**src/rtl/vga_rx_decoder.sv**
```systemverilog
// vga_rx_decoder: recovers VGA timing, pixel coordinates, per-frame checksum and sync error counts
module vga_rx_decoder #(
    parameter logic [9:0] H_TOTAL      = 10'd800,
    parameter logic [9:0] H_SYNC       = 10'd96,
    parameter logic [9:0] H_BP         = 10'd48,
    parameter logic [9:0] H_ACTIVE     = 10'd640,
    parameter logic [9:0] V_TOTAL      = 10'd525,
    parameter logic [9:0] V_SYNC       = 10'd2,
    parameter logic [9:0] V_BP         = 10'd33,
    parameter logic [9:0] V_ACTIVE     = 10'd480,
    parameter logic       SYNC_ACT_LOW = 1'b1
) (
    input  logic        clk,
    input  logic        rst,
    input  logic        pixpulse,
    input  logic        hsync_in,
    input  logic        vsync_in,
    input  logic [11:0] rgb_in,
    output logic        locked,
    output logic        rx_valid,
    output logic [9:0]  rx_x,
    output logic [9:0]  rx_y,
    output logic [11:0] rx_pixel,
    output logic        frame_done,
    output logic [15:0] frame_sum,
    output logic        sync_err,
    output logic [7:0]  err_count
);
    localparam logic [1:0] SEARCH = 2'd0;
    localparam logic [1:0] ALIGN  = 2'd1;
    localparam logic [1:0] LOCKED = 2'd2;
    localparam logic [9:0] H_LAST = H_TOTAL - 10'd1;
    localparam logic [9:0] V_LAST = V_TOTAL - 10'd1;
    localparam logic [9:0] H_DE0  = H_SYNC + H_BP;
    localparam logic [9:0] H_DE1  = H_DE0 + H_ACTIVE;
    localparam logic [9:0] V_DE0  = V_SYNC + V_BP;
    localparam logic [9:0] V_DE1  = V_DE0 + V_ACTIVE;
    localparam logic [9:0] SAT    = 10'h3FF;

    logic [1:0]  state, state_nxt;
    logic        prev_hs, prev_vs, good, good_nxt, armed;
    logic [9:0]  h_cnt, v_cnt, hs_w, h_nxt, v_nxt, hs_w_nxt;
    logic [15:0] acc;
    logic        hs, vs, le, fall, fs, h_ok, w_bad, viol, de, valid_nxt;

    assign locked = state == LOCKED;

    always_comb begin
        hs        = hsync_in ^ SYNC_ACT_LOW;
        vs        = vsync_in ^ SYNC_ACT_LOW;
        le        = hs && !prev_hs;
        fall      = !hs && prev_hs;
        fs        = le && vs && !prev_vs;
        h_ok      = h_cnt == H_LAST;
        w_bad     = fall && (hs_w != H_SYNC);
        h_nxt     = le ? 10'd0 : h_cnt + {9'd0, h_cnt != SAT};
        v_nxt     = fs ? 10'd0 : le ? v_cnt + {9'd0, v_cnt != SAT} : v_cnt;
        hs_w_nxt  = le ? 10'd1 : hs ? hs_w + {9'd0, hs_w != SAT} : hs_w;
        // a line running past H_TOTAL without an edge is caught on the sample that would reach H_TOTAL
        viol      = (state == LOCKED) && ((le && !h_ok) || (!le && h_ok) || w_bad ||
                    (fs && v_cnt != V_LAST) || (le && vs && !fs && v_nxt >= V_SYNC));
        state_nxt = viol ? SEARCH :
                    (state == SEARCH && fs) ? ALIGN :
                    (state == ALIGN && fs && good && h_ok && v_cnt == V_LAST) ? LOCKED : state;
        good_nxt  = fs ? 1'b1 : ((le && !h_ok) || w_bad) ? 1'b0 : good;
        de        = (h_nxt >= H_DE0) && (h_nxt < H_DE1) && (v_nxt >= V_DE0) && (v_nxt < V_DE1);
        valid_nxt = (state_nxt == LOCKED) && de;
    end

    always_ff @(posedge clk or posedge rst) begin
        if (rst) begin
            state      <= SEARCH;
            prev_hs    <= 1'b0;
            prev_vs    <= 1'b0;
            good       <= 1'b0;
            armed      <= 1'b0;
            h_cnt      <= 10'd0;
            v_cnt      <= 10'd0;
            hs_w       <= 10'd0;
            acc        <= 16'd0;
            rx_valid   <= 1'b0;
            rx_x       <= 10'd0;
            rx_y       <= 10'd0;
            rx_pixel   <= 12'd0;
            frame_done <= 1'b0;
            frame_sum  <= 16'd0;
            sync_err   <= 1'b0;
            err_count  <= 8'd0;
        end else begin
            rx_valid   <= 1'b0;
            frame_done <= 1'b0;
            sync_err   <= 1'b0;
            if (pixpulse) begin
                state    <= state_nxt;
                prev_hs  <= hs;
                h_cnt    <= h_nxt;
                v_cnt    <= v_nxt;
                hs_w     <= hs_w_nxt;
                good     <= good_nxt;
                rx_valid <= valid_nxt;
                acc      <= fs ? 16'd0 : valid_nxt ? acc + {4'd0, rgb_in} : acc;
                if (le) prev_vs <= vs;
                if (fs) armed <= state_nxt == LOCKED;
                if (valid_nxt) begin
                    rx_x     <= h_nxt - H_DE0;
                    rx_y     <= v_nxt - V_DE0;
                    rx_pixel <= rgb_in;
                end
                if (fs && state == LOCKED && !viol && armed) begin
                    frame_done <= 1'b1;
                    frame_sum  <= acc;
                end
                if (viol) begin
                    sync_err  <= 1'b1;
                    err_count <= err_count + {7'd0, err_count != 8'hFF};
                end
            end
        end
    end
endmodule

```
**config.mk**
```make
export PLATFORM = sky130hd
export DESIGN_NAME = vga_rx_decoder
export DESIGN_NICKNAME = d
export VERILOG_FILES = /design/src/rtl/vga_rx_decoder.sv
export SDC_FILE = /design/constraint.sdc
export NUM_CORES = 1
export LEC_CHECK = 0
export BUFFER_PORTS_ARGS = -buffer_cell sky130_fd_sc_hd__buf_4
export CORE_MARGIN = 5
export CORE_UTILIZATION = 58
export CTS_BUF_LIST = sky130_fd_sc_hd__clkbuf_4 sky130_fd_sc_hd__clkbuf_8 sky130_fd_sc_hd__clkbuf_16
export DETAILED_ROUTE_END_ITERATION = 10
export PLACE_DENSITY = 0.8
export SYNTH_ARGS = -nofsm -noshare
export SYNTH_HDL_FRONTEND = slang
export SYNTH_SLANG_ARGS = --single-unit
```
**constraint.sdc**
```tcl
create_clock -name clk -period 4.2 [get_ports clk]
set_input_delay 0.84 -clock clk [delete_from_list [all_inputs] [get_ports clk]]
set_output_delay 0.84 -clock clk [all_outputs]
set_load 0.005 [all_outputs]
```
==> results.cfg <==
[outcome]
status = complete, no violations

[setup_path]
path_cells = nand4_1, or3_1, ha_1, ha_1, and3_1, xnor2_1, nor2_2, inv_1, ha_1, o211a_1, a21o_1, a22oi_2, o2111a_2, nand2_8, mux2_1
arrival_ns = 4.14
worst-path-buf-inv = 1
crit_type = reg2reg
worst_path_dominant_cell_family = simple AND/OR/NAND/NOR gates
startpoint_type = flop
path_max_fanout = 20
cpMaxStageDelayCell = dfrtp_2
crit_top_cell = ha_1
end_kind = flop
cp_slowest_stage_delay_ns = 0.45
required_ns = 4.47
path_depth = 15
r2r_cells = 15

[final_layout]
post-route-util_pct = 69.1
regArea_mm2 = 0.00278
syn_to_final_growth_pct = 16.3
final_nets = 710
drive_above_1_share_pct = 26.1
multi_input_area_mm2 = 0.00316
nFillCells = 799
antennaDiodeCount = 0

[timing]
worst_slack_ns = 0.330
fmax_mhz = 258
setup_viol = 0
max_slew_margin_pct = 56.3
rsz0062_at_grt = false
final_max_slew_viol_count = 0
clock_skew_ns = 0.0201
holdWs_ns = 0.492
period_minus_slack_ns = 3.87
min_period_over_period_pct = 92.1
hold_violations = 0
worst_slew_pin_slew_ns = 0.654

[pwr]
irDropWorstVdd_v = 0.000300
p_per_area_mw_per_mm2 = 324
leakage_nw = 3.53

[synth]
synthAdderAreaFrac_pct = 5.45
synth_largest_area_cell = dfrtp_1
yosys-top-cells-count = dfrtp_1, nand2_1, o21ai_0
ys_seq_area_share_pct = 45.5
syn-num-nets = 627
synth_top_family_by_area = simple AND/OR/NAND/NOR gates
synth.area.mux_share_pct = 13.4
ys_warn_count = 0
avgSynthCellArea_um2 = 10.4
synth_compound_area_share_pct = 11.4
ys_ff_latch = 111
synth.most_common_cell = dfrtp_1
synthSimpleGateAreaFrac_pct = 16.1
synthXorXnorAreaFrac_pct = 5.02
synth_cells = 584
synth.distinct_cells = 63
syn-cell-area_mm2 = 0.00610
synth_edf_count = 0
synth_top_area_share_pct = 45.5
async_reset_ff_share_pct = 100
ys.flop_type = dfrtp_1
yosys-top-cells-area = dfrtp_1, mux2_2, ha_1, o21ai_0, nand2_1

[global_routing]
grtUsageMet2_pct = 37.6
first_global_vias = 4747
antenna_found_initial = 0
grt_pass1_wl_mm = 22.9
overflow = 0
use_met3_pct = 5.71
grt-busiest-layer = met2
grt_util_met1_pct = 27.4
grt_max_degree = 56
grtUsageTotal_pct = 21.9

[routing]
drtIter0Drc = 260
wl_per_cell_um = 16.8
vias_per_cell = 5.83
drc = 0
drt_pass1_iterations = 5
antenna_left = 0
routed_wirelength_mm = 13.5
via_count = 4704

[clocking]
numCtsBuffers = 9
insertion_delay_ns = 0.39
cts_tree = done
clock-sinks = 111
htreeDepth = 3
cts_root_buf = clkbuf_8
cts_buffer_depth = 2
path_clk_slew_ns = 0.11

[die]
io_pins = 77
die_h_um = 113
die_w_um = 113
core_mm2 = 0.0103
fp-row-count = 37
start_util_pct = 59.4
dieArea_mm2 = 0.0127

[worst_hold_path]
hold_path_class = reg2reg
min_path_cells = 1

[placement]
io_buffers = 76
hpwl_mm = 9.99
place_ws_ns = -0.109
place.gp.congestion = 0.871

[run]
maxCapViolCount = 0
## path summary, 6_finish.rpt
path                          start           end  slack (ns)
max                        h_cnt[6]   rx_pixel[7]        0.33
min                         acc[15]       acc[15]        0.49
max reg2reg                h_cnt[6]   rx_pixel[7]        0.33
min reg2reg                 acc[15]       acc[15]        0.49
max in group asynchronous       rst      h_cnt[4]        2.75
min in group asynchronous       rst  err_count[5]        0.54
## worst reg2reg max path: stages, from the launching register on
cell      delay, ns
dfrtp_2        0.45
nand4_1        0.17
or3_1          0.39
ha_1           0.22
ha_1           0.25
and3_1         0.24
xnor2_1        0.14
nor2_2         0.18
inv_1          0.08
ha_1           0.22
o211a_1        0.15
a21o_1         0.18
a22oi_2        0.18
o2111a_2       0.37
nand2_8        0.19
mux2_1         0.36
## power breakdown
group / internal [W] / switching [W]
clock network: 0.000289 / 0.000355
logic: 0.000201 / 0.000260
registers: 0.00112 / 0.0000776
total: 0.00161 / 0.000692
## final cells by class
| class | count | area share (%) |
|---|---|---|
| multi-input cells | 433 | 44.6 |
| flip-flops and latches | 111 | 39.2 |
| repair buffers | 95 | 10.2 |
| well taps | 136 | 2.40 |
| clock buffers | 11 | 1.96 |
| inverters | 17 | 0.934 |
| clock inverters | 4 | 0.775 |
## cells by family after synthesis
group           count (synthesis)
simple gates                  190
mux                            71
xor+xnor                       35
flops                         111
compound gates                110
buf+inv                        41
fa+ha+maj                      26
## cells in the final DEF, fill, tap and decap left out, drive strengths merged, types with 12 or more instances in the layout
master,n
dfrtp,111
buf,95
nand2,54
mux2,51
o21ai,47
nor2,41
ha,25
a21oi,22
mux2i,20
xnor2,19
inv,18
xor2,16
nand3,15
nand4,15
o31ai,12
## sequential cells by signal, summed over array words and instances, names as in the netlist, 2 cells and up
| register | flops |
|---|---|
| acc | 16 |
| frame_sum | 16 |
| err_count | 8 |
| v_cnt | 10 |
| h_cnt | 10 |
| state | 2 |
| rx_y | 10 |
| rx_x | 10 |
| rx_pixel | 12 |
| hs_w | 10 |
## routing by layer
layer / up-vias / part of all wire [%]
met2: 132 / 50
met1: 2282 / 43
li1: 2269 / -
met4: 0 / 1.7
met5: - / 0
met3: 21 / 5.1
## timing repair
item / 4_1_cts / 5_1_grt
endpoints found under the hold margin: 0 / 0
pin swaps: 0 / 2
cloned: 0 / 1
endpoints found under the setup margin: 26 / 44
resized for setup: 1 / 4
setup buffers: 0 / 0
hold buffers: 0 / 0
## per-stage QoR
| stage | area [um^2] | power, W | setup TNS, ns | std cells |
|---|---|---|---|---|
| after floorplan | 6100 | 0.00153 | 0 | 584 |
| after global placement | 6880 | 0.00165 | 0 | 791 |
| after detailed placement | 6880 | 0.00167 | -2.16 | 791 |
| after CTS | 7080 | 0.00232 | 0 | 806 |
| after global routing | 7100 | 0.00242 | 0 | 807 |
| final | 7100 | 0.00230 | 0 | 807 |
No activity file was read; power rests on OpenSTA's default activity.
